--- config.mk ---
export PLATFORM = sky130hd
export DESIGN_NAME = emergency_preempt_requester
export DESIGN_NICKNAME = d
export VERILOG_FILES = /design/src/rtl/traffic_pkg.sv /design/src/rtl/sync_debounce.sv /design/src/rtl/emergency_preempt_requester.sv
export SDC_FILE = /design/constraint.sdc
export NUM_CORES = 1
export LEC_CHECK = 0
export CORE_ASPECT_RATIO = 1.1
export CORE_UTILIZATION = 32
export CTS_CLUSTER_DIAMETER = 120
export DETAILED_ROUTE_END_ITERATION = 8
export DONT_BUFFER_PORTS = 1
export GPL_ROUTABILITY_DRIVEN = 0
export PLACE_DENSITY = 0.45
export SLEW_MARGIN = 10
export SYNTH_ARGS = -nofsm -noshare
export SYNTH_HDL_FRONTEND = slang
export SYNTH_SLANG_ARGS = --single-unit
--- constraint.sdc ---
create_clock -name clk -period 4.51 [get_ports clk]
set_input_delay 0.902 -clock clk [delete_from_list [all_inputs] [get_ports clk]]
set_output_delay 0.902 -clock clk [all_outputs]
set_load 0.02 [all_outputs]
--- src/rtl/traffic_pkg.sv ---
// traffic_pkg: light encodings and preempt FSM states shared with the traffic controller
package traffic_pkg;
  localparam logic [2:0] LIGHT_RED    = 3'b100;
  localparam logic [2:0] LIGHT_YELLOW = 3'b010;
  localparam logic [2:0] LIGHT_GREEN  = 3'b001;
  typedef enum logic [2:0] {
    S_IDLE,
    S_ARM,
    S_REQUEST,
    S_HOLD,
    S_COOLDOWN
  } preempt_state_t;
endpackage

--- src/rtl/sync_debounce.sv ---
// sync_debounce: siren synchronizer chain plus consecutive-high counter with an armed strobe
module sync_debounce #(
  parameter int SYNC_STAGES     = 2,
  parameter int DEBOUNCE_CYCLES = 4
) (
  input  logic clk,
  input  logic rst,
  input  logic siren_raw,
  input  logic en,
  output logic siren_s,
  output logic armed
);
  localparam int DW = $clog2(DEBOUNCE_CYCLES + 1);
  localparam logic [DW-1:0] D_LAST = DW'(DEBOUNCE_CYCLES - 1);
  logic [SYNC_STAGES-1:0] sync_q;
  logic [DW-1:0] dcnt_q;
  assign siren_s = sync_q[SYNC_STAGES-1];
  // armed fires on the sample that completes the run, so the FSM leaves ARM on that same edge
  assign armed = en & siren_s & (dcnt_q == D_LAST);
  always_ff @(posedge clk or negedge rst)
    if (!rst) begin
      sync_q <= '0;
      dcnt_q <= '0;
    end else begin
      sync_q <= {sync_q[SYNC_STAGES-2:0], siren_raw};
      dcnt_q <= (en & siren_s & ~armed) ? dcnt_q + 1'b1 : '0;
    end
endmodule

--- src/rtl/emergency_preempt_requester.sv ---
// emergency_preempt_requester: turns a debounced siren into an emergency request, holds it on green,
// aborts on grant timeout and enforces a cooldown before the next request
module emergency_preempt_requester
  import traffic_pkg::*;
#(
  parameter int SYNC_STAGES     = 2,
  parameter int DEBOUNCE_CYCLES = 4,
  parameter int GRANT_TIMEOUT   = 16,
  parameter int MIN_HOLD        = 8,
  parameter int COOLDOWN        = 4
) (
  input  logic       clk,
  input  logic       rst,
  input  logic       siren_raw,
  input  logic [2:0] lights,
  input  logic       err_clr,
  output logic       emergency,
  output logic       granted,
  output logic       timeout_err,
  output logic [7:0] event_count
);
  localparam int CMAX = (GRANT_TIMEOUT > MIN_HOLD) ?
    ((GRANT_TIMEOUT > COOLDOWN) ? GRANT_TIMEOUT : COOLDOWN) :
    ((MIN_HOLD > COOLDOWN) ? MIN_HOLD : COOLDOWN);
  localparam int CW = $clog2(CMAX + 1);
  localparam logic [CW-1:0] TO_LAST   = CW'(GRANT_TIMEOUT - 1);
  localparam logic [CW-1:0] HOLD_LAST = CW'(MIN_HOLD - 1);
  localparam logic [CW-1:0] CD_LAST   = CW'(COOLDOWN - 1);
  preempt_state_t state_q, state_d;
  logic [CW-1:0] cnt_q, cnt_d;
  logic [7:0] event_q, event_d;
  logic emergency_q, granted_q, timeout_err_q, timeout_err_d;
  logic siren_s, armed, green, grant, timeout, hold_done, cd_done;
  sync_debounce #(
    .SYNC_STAGES    (SYNC_STAGES),
    .DEBOUNCE_CYCLES(DEBOUNCE_CYCLES)
  ) u_sync_debounce (
    .clk      (clk),
    .rst      (rst),
    .siren_raw(siren_raw),
    .en       (state_q == S_IDLE || state_q == S_ARM),
    .siren_s  (siren_s),
    .armed    (armed)
  );
  assign green         = lights == LIGHT_GREEN;
  assign grant         = state_q == S_REQUEST && green;
  assign timeout       = state_q == S_REQUEST && !green && cnt_q == TO_LAST;
  // the count holds completed cycles, so MIN_HOLD-1 means the current cycle finishes the minimum
  assign hold_done     = cnt_q == HOLD_LAST;
  assign cd_done       = cnt_q == CD_LAST;
  assign timeout_err_d = timeout | (timeout_err_q & ~err_clr);
  assign event_d       = event_q + 8'(grant && event_q != 8'hff);
  always_comb begin
    state_d = state_q;
    cnt_d   = '0;
    case (state_q)
      S_IDLE:    state_d = siren_s ? (armed ? S_REQUEST : S_ARM) : S_IDLE;
      S_ARM:     state_d = !siren_s ? S_IDLE : (armed ? S_REQUEST : S_ARM);
      S_REQUEST: begin
        state_d = grant ? S_HOLD : (timeout ? S_COOLDOWN : S_REQUEST);
        cnt_d   = (grant || timeout) ? '0 : cnt_q + 1'b1;
      end
      S_HOLD: begin
        state_d = (hold_done && !siren_s) ? S_COOLDOWN : (!green ? S_REQUEST : S_HOLD);
        cnt_d   = (state_d != S_HOLD) ? '0 : (hold_done ? cnt_q : cnt_q + 1'b1);
      end
      S_COOLDOWN: begin
        state_d = cd_done ? S_IDLE : S_COOLDOWN;
        cnt_d   = cd_done ? '0 : cnt_q + 1'b1;
      end
      default:   state_d = S_IDLE;
    endcase
  end
  always_ff @(posedge clk or negedge rst)
    if (!rst) begin
      state_q       <= S_IDLE;
      cnt_q         <= '0;
      event_q       <= '0;
      emergency_q   <= 1'b0;
      granted_q     <= 1'b0;
      timeout_err_q <= 1'b0;
    end else begin
      state_q       <= state_d;
      cnt_q         <= cnt_d;
      event_q       <= event_d;
      emergency_q   <= state_d == S_REQUEST || state_d == S_HOLD;
      granted_q     <= state_d == S_HOLD;
      timeout_err_q <= timeout_err_d;
    end
  assign emergency   = emergency_q;
  assign granted     = granted_q;
  assign timeout_err = timeout_err_q;
  assign event_count = event_q;
endmodule
## After elaboration in Yosys (flattened, before gate mapping)

Index checks and enable logic that the tools add are counted.

- Multiplexer cells: 14
- Bitwise gates (word level): 7
- Equality and inequality tests: 14
- Add/subtract/negate cells: 3
- Reductions and logical operators: 12

Operators by type and width:

| kind | count |
|---|---|
| $mux W5 | 4 |
| $eq A3 B2 Y1 const B | 5 |
| $mux W3 | 5 |
| $pmux W5 S3 | 1 |
| $pmux W3 S4 | 1 |
| $add A8 B1 Y8 | 1 |
| $ne A8 B8 Y1 const B | 1 |
| $eq A3 B1 Y1 const B | 2 |
| $add A5 B1 Y5 const B | 1 |
| $eq A5 B2 Y1 const B | 1 |
| $eq A5 B3 Y1 const B | 1 |
| $eq A5 B4 Y1 const B | 1 |
| $logic_and A1 B1 Y1 | 5 |
| $and A1 B1 Y1 | 4 |
| $mux W2 | 2 |
| $add A3 B1 Y3 const B | 1 |
| $eq A3 B3 Y1 const B | 1 |
| $logic_not A3 Y1 | 1 |
| $logic_or A1 B1 Y1 | 3 |
| $ne A3 B2 Y1 const B | 1 |
| $ne A3 B3 Y1 const B | 1 |
| $logic_not A1 Y1 | 2 |
| $not A1 Y1 | 2 |
| $reduce_or A2 Y1 | 1 |
| 2 further kinds | 2 |

- Output and inout port bits: 11
- Register bits: 24
- Bits of input ports: 7
- Word-level logic and storage cells: 58

## Logic depth before layout (Yosys ltp)

- Depth in word-level cells: 9
- Depth in mapped cells: 9
- Gate-level depth less buffers: 9

## Modules after synthesis

A second synthesis with hierarchy kept.

- Cell total of the unflattened synthesis: 97
- Area total of the unflattened synthesis: 1139.8 um^2

By module, submodules not included:

| module | cells an instance | times used | area each (um^2) |
|---|---|---|---|
| emergency_preempt_requester | 85 | 1 | 943.4 |
| sync_debounce | 12 | 1 | 196.4 |

## Worst setup path before layout

Ideal clock, no wire load.

- Path type: input to register
- Start point: in lights[1]
- End point: reg event_q[6] (netlist: event_count[6])
- Stages on the path: 8
- Setup slack: 2.155 ns
- Path buffers: 0
- Data required time: 4.381 ns
- Data arrival time: 2.226 ns
- Cell sequence: nor3b_2 nand2b_1 nor3_1 ha_1 ha_1 and3_1 nand3_1 xnor2_1

- Longest elaborated chain between the ends: 4

RTL lines:

| what | RTL line | text |
|---|---|---|
| start, declared | emergency_preempt_requester.sv:15 | `input logic [2:0] lights,` |
| $eq A3 B1 Y1 | emergency_preempt_requester.sv:45 | `assign green = lights == LIGHT_GREEN;` |
| $logic_and A1 B1 Y1 | emergency_preempt_requester.sv:46 | `assign grant = state_q == S_REQUEST && green;` |
| $logic_and A1 B1 Y1 | emergency_preempt_requester.sv:52 | `assign event_d = event_q + 8'(grant && event_q != 8'hff);` |
| $add A8 B1 Y8 | emergency_preempt_requester.sv:52 |  |
| named net event_d[6] | emergency_preempt_requester.sv:31 | `logic [7:0] event_q, event_d;` |
| end signal, assigned | emergency_preempt_requester.sv:85 | `event_q <= event_d;` |
| end, declared | emergency_preempt_requester.sv:31 |  |

The timed path passes the listed nets, and every way through them passes these cells.
A chain may end at the register's enable or synchronous reset.

## Worst setup path after layout

- Start point: reg event_q[4] (netlist: event_count[4])
- End point: reg event_q[6] (netlist: event_count[6])

- Longest elaborated chain between the ends: 3

RTL lines:

| what | RTL line |
|---|---|
| $ne A8 B8 Y1 | emergency_preempt_requester.sv:52 |
| $logic_and A1 B1 Y1 | emergency_preempt_requester.sv:52 |
| $add A8 B1 Y8 (*) | emergency_preempt_requester.sv:52 |
| named net event_d[6] | emergency_preempt_requester.sv:31 |

The timed path passes the listed nets; every way through them passes the cells marked *.

==> results.py <==
metrics = {
    "layout": {
        "multiInputGateArea_um2": 517,
        "layout.nets": 114,
        "flow.area_growth_from_synthesis_pct": 9.88,
        "fillCellCount": 344,
        "insertedDiodeCount": 0,
        "most_common_cell_after_layout_fill_and_taps_aside": "sky130_fd_sc_hd__dfrtp_1",
        "final-seq-area_um2": 601,
        "drive_above_1_share_pct": 14.0,
        "final_cell_mix": "sky130_fd_sc_hd__dfrtp_1 (24), sky130_fd_sc_hd__nor2_1 (11), sky130_fd_sc_hd__inv_1 (6), sky130_fd_sc_hd__nand3_1 (6), sky130_fd_sc_hd__ha_1 (6)",
    },
    "timing": {
        "hold_viol": 0,
        "period_minus_slack_ns": 2.28,
        "max-slew-margin-rel_pct": 66.2,
        "timing.final.crit_share_pct": 50.6,
        "grt_setup_unrepaired": "no",
        "finClkSkew_ns": 0.00698,
        "setup_viol_count_final": 0,
        "final-max-slew-violation-count": 0,
        "fmaxAchievable_ghz": 0.438,
        "max_slew.worst_pin.slew_ns": 0.502,
        "setup-tns-final_ns": 0,
    },
    "floorplanning": {
        "initial_core_util_pct": 33.9,
        "floorplan.rows": 22,
        "design.portCount": 18,
        "die-area_um2": 3800,
        "die_h_um": 64.6,
        "die_w_um": 58.9,
        "core_area_um2": 3360,
    },
    "outcome": {
        "run_status": "finished, final reports clean",
    },
    "detailed_routing": {
        "drc_violations_left": 0,
        "detail_route.vias_per_cell": 4.60,
        "routed_wl_um": 1930,
        "detail_route.first_pass.iterations": 3,
        "detailedRoute.firstIterationViolations": 13,
        "route.vias.total": 681,
        "wire_per_inst_um": 13.0,
        "final_antenna_net_count": 0,
    },
    "clocking": {
        "tritoncts.num_buffers": 3,
        "cts-root-buf": "sky130_fd_sc_hd__clkbuf_4",
        "post_cts_hold_buffer_count": 0,
        "cts.clk_slew.worst_paths_ns": 0.14,
        "cts_tree": "done",
        "clock_latency_reported_for_the_late_side_of_the_worst_skew_pair_ns": 0.33,
        "post_cts_resize_count": 0,
        "htree_levels": 1,
        "worst_case_clock_buffer_depth": 2,
        "cts.repair_timing.setup_buffer_count": 0,
        "clock_sinks": 24,
    },
    "synth": {
        "post_synth_mux_area_share_pct": 0,
        "synthAdderAreaFrac_pct": 6.59,
        "mappedNetlistArea_um2": 1140,
        "synth_xor_area_share_pct": 6.15,
        "post_synthesis_net_count": 109,
        "post_synthesis_compound_gate_area_fraction_pct": 9.88,
        "yosys-top-cells-area": "sky130_fd_sc_hd__dfrtp_1 (53%), sky130_fd_sc_hd__ha_1 (6.6%), sky130_fd_sc_hd__o31ai_4 (3.7%)",
        "synth.top_cell.area_share_pct": 52.7,
        "avgSynthCellArea_um2": 11.9,
        "yosysWarningCount": 0,
        "synth.lib_cells_used.distinct": 28,
        "yosys_register_bits": 24,
        "post_synth_and_or_nand_nor_area_fraction_pct": 22.7,
        "synth_sequential_area_ratio_pct": 52.7,
        "post-synth-top-area-cell": "sky130_fd_sc_hd__dfrtp_1",
        "synth_top_family_by_area": "simple AND/OR/NAND/NOR gates",
        "synth_cells": 96,
    },
    "critical_path": {
        "critical_path.most_common_cell": "sky130_fd_sc_hd__and3_1",
        "endpoint_kind": "flop",
        "slowest_cell_on_the_critical_path": "sky130_fd_sc_hd__dfrtp_1",
        "max_stage_delay_ns": 0.51,
        "crit_path_start_kind": "flop",
        "critical-path-top-delay-family": "simple AND/OR/NAND/NOR gates",
        "critical_path_class": "reg2reg",
        "crit_fanout": 4,
        "worstPathCellList": "and3_1 -> and3_1 -> and4_1 -> nor3_1 -> ha_1 -> ha_1 -> and3_1 -> nand3_1 -> xnor2_1",
        "worst-path-buf-inv": 0,
        "arrival_ns": 2.50,
        "cp.required_ns": 4.73,
    },
    "global_route": {
        "maximum_number_of_pins_on_one_net_before_global_route_repair": 25,
        "first_global_vias": 738,
        "global_route.usage.total_pct": 12.3,
        "antenna_violations_before_repair": 0,
        "grt.overflow.total": 0,
        "global_route_wire_length_before_repair_um": 3460,
    },
    "power": {
        "power_leakage_nw": 0.563,
        "total_power_mw": 0.579,
        "max-vdd-ir-drop_v": 0.000166,
        "power_per_cell_area_nw_per_um2": 462,
    },
    "run": {
        "cap_violations": 0,
    },
    "placement": {
        "port_buffers": 0,
        "place.detailed.hpwl_um": 1430,
    },
    "worst_hold_path": {
        "hp-class": "in2async",
    },
}
-- registers in the layout (all words and copies together), names as in the netlist --
register	count
u_sync_debounce.dcnt_q	3
u_sync_debounce.sync_q	2
timeout_err	1
event_count	8
cnt_q	5
emergency	1
granted	1
state_q	3
-- report_power, final --
part | internal (mW) | switching (mW)
clock network | 0.0899 | 0.0705
registers | 0.249 | 0.0595
logic | 0.0476 | 0.0626
total | 0.386 | 0.193
-- routing by layer --
layer	wire, um	part of all wire [%]	track usage (%)
met3	40	2.1	2.40
met5	0	0	0
met4	34	1.8	6.25
met2	934	48	19.0
met1	920	48	16.2
-- logic make-up after synthesis --
group                    count (synthesis)
AND/OR/NAND/NOR                         42
buffers and inverters                    6
XOR/XNOR                                 8
flip-flops                              24
AO/OA/AOI/OAI                           10
adder cells (fa/ha/maj)                  6
-- per-stage QoR --
| step | cells | setup WS [ns] | utilization (%) | hold WS [ns] | instance area, um^2 |
|---|---|---|---|---|---|
| 6_report | 148 | 2.23 | 37.3 | 0.240 | 1250 |
| 5_1_grt | 148 | 2.06 | 37.3 | 0.204 | 1250 |
| 4_1_cts | 148 | 2.21 | 37.3 | 0.234 | 1250 |
| 3_5_place_dp | 144 | 1.96 | 35.7 | 0.336 | 1200 |
| 3_3_place_gp | 144 | 2.01 | 35.7 | 0.336 | 1200 |
| 2_1_floorplan | 96 | 2.16 | - | 0.331 | 1140 |
-- cells in the mapped netlist --
cell type                    n
sky130_fd_sc_hd__o41ai_1     1
sky130_fd_sc_hd__nor3_2      2
sky130_fd_sc_hd__xor2_1      4
sky130_fd_sc_hd__or4b_2      1
sky130_fd_sc_hd__nor3_1      2
sky130_fd_sc_hd__nand3_1     6
sky130_fd_sc_hd__inv_1       6
sky130_fd_sc_hd__ha_1        6
sky130_fd_sc_hd__and3_1      4
sky130_fd_sc_hd__nor3b_2     1
sky130_fd_sc_hd__o21ai_0     2
sky130_fd_sc_hd__or4_4       1
sky130_fd_sc_hd__dfrtp_1    24
sky130_fd_sc_hd__nor4_1      1
sky130_fd_sc_hd__a21oi_1     2
sky130_fd_sc_hd__nand2b_4    1
sky130_fd_sc_hd__nor2_1     11
sky130_fd_sc_hd__o31ai_4     2
sky130_fd_sc_hd__nand4bb_1   1
sky130_fd_sc_hd__xnor2_1     4
sky130_fd_sc_hd__nand2_1     4
sky130_fd_sc_hd__a21bo_2     1
sky130_fd_sc_hd__or3b_1      1
sky130_fd_sc_hd__nand2b_1    4
sky130_fd_sc_hd__or4b_1      1
sky130_fd_sc_hd__o32a_1      1
sky130_fd_sc_hd__o311a_4     1
sky130_fd_sc_hd__and4_1      1
-- worst paths after layout --
kind,from,to,slack (ns),cells after the start
max reg2reg,event_count[4],event_count[6],2.23,9
min in group clk,u_sync_debounce.sync_q[0],u_sync_debounce.sync_q[1],0.36,0
max,event_count[4],event_count[6],2.23,9
min reg2reg,u_sync_debounce.sync_q[0],u_sync_debounce.sync_q[1],0.36,0
min,rst,u_sync_debounce.dcnt_q[2],0.24,0
max in group asynchronous,rst,u_sync_debounce.sync_q[0],4.19,0
-- area by class of cell --
cell class / instances / share of cell area, %
Multi-Input combinational cell: 66 / 41.3
Tap cell: 48 / 4.80
Sequential cell: 24 / 48.0
Clock buffer: 3 / 1.80
Inverter: 6 / 1.80
Clock inverter: 1 / 2.40
Power figures use the tool's default switching activity.
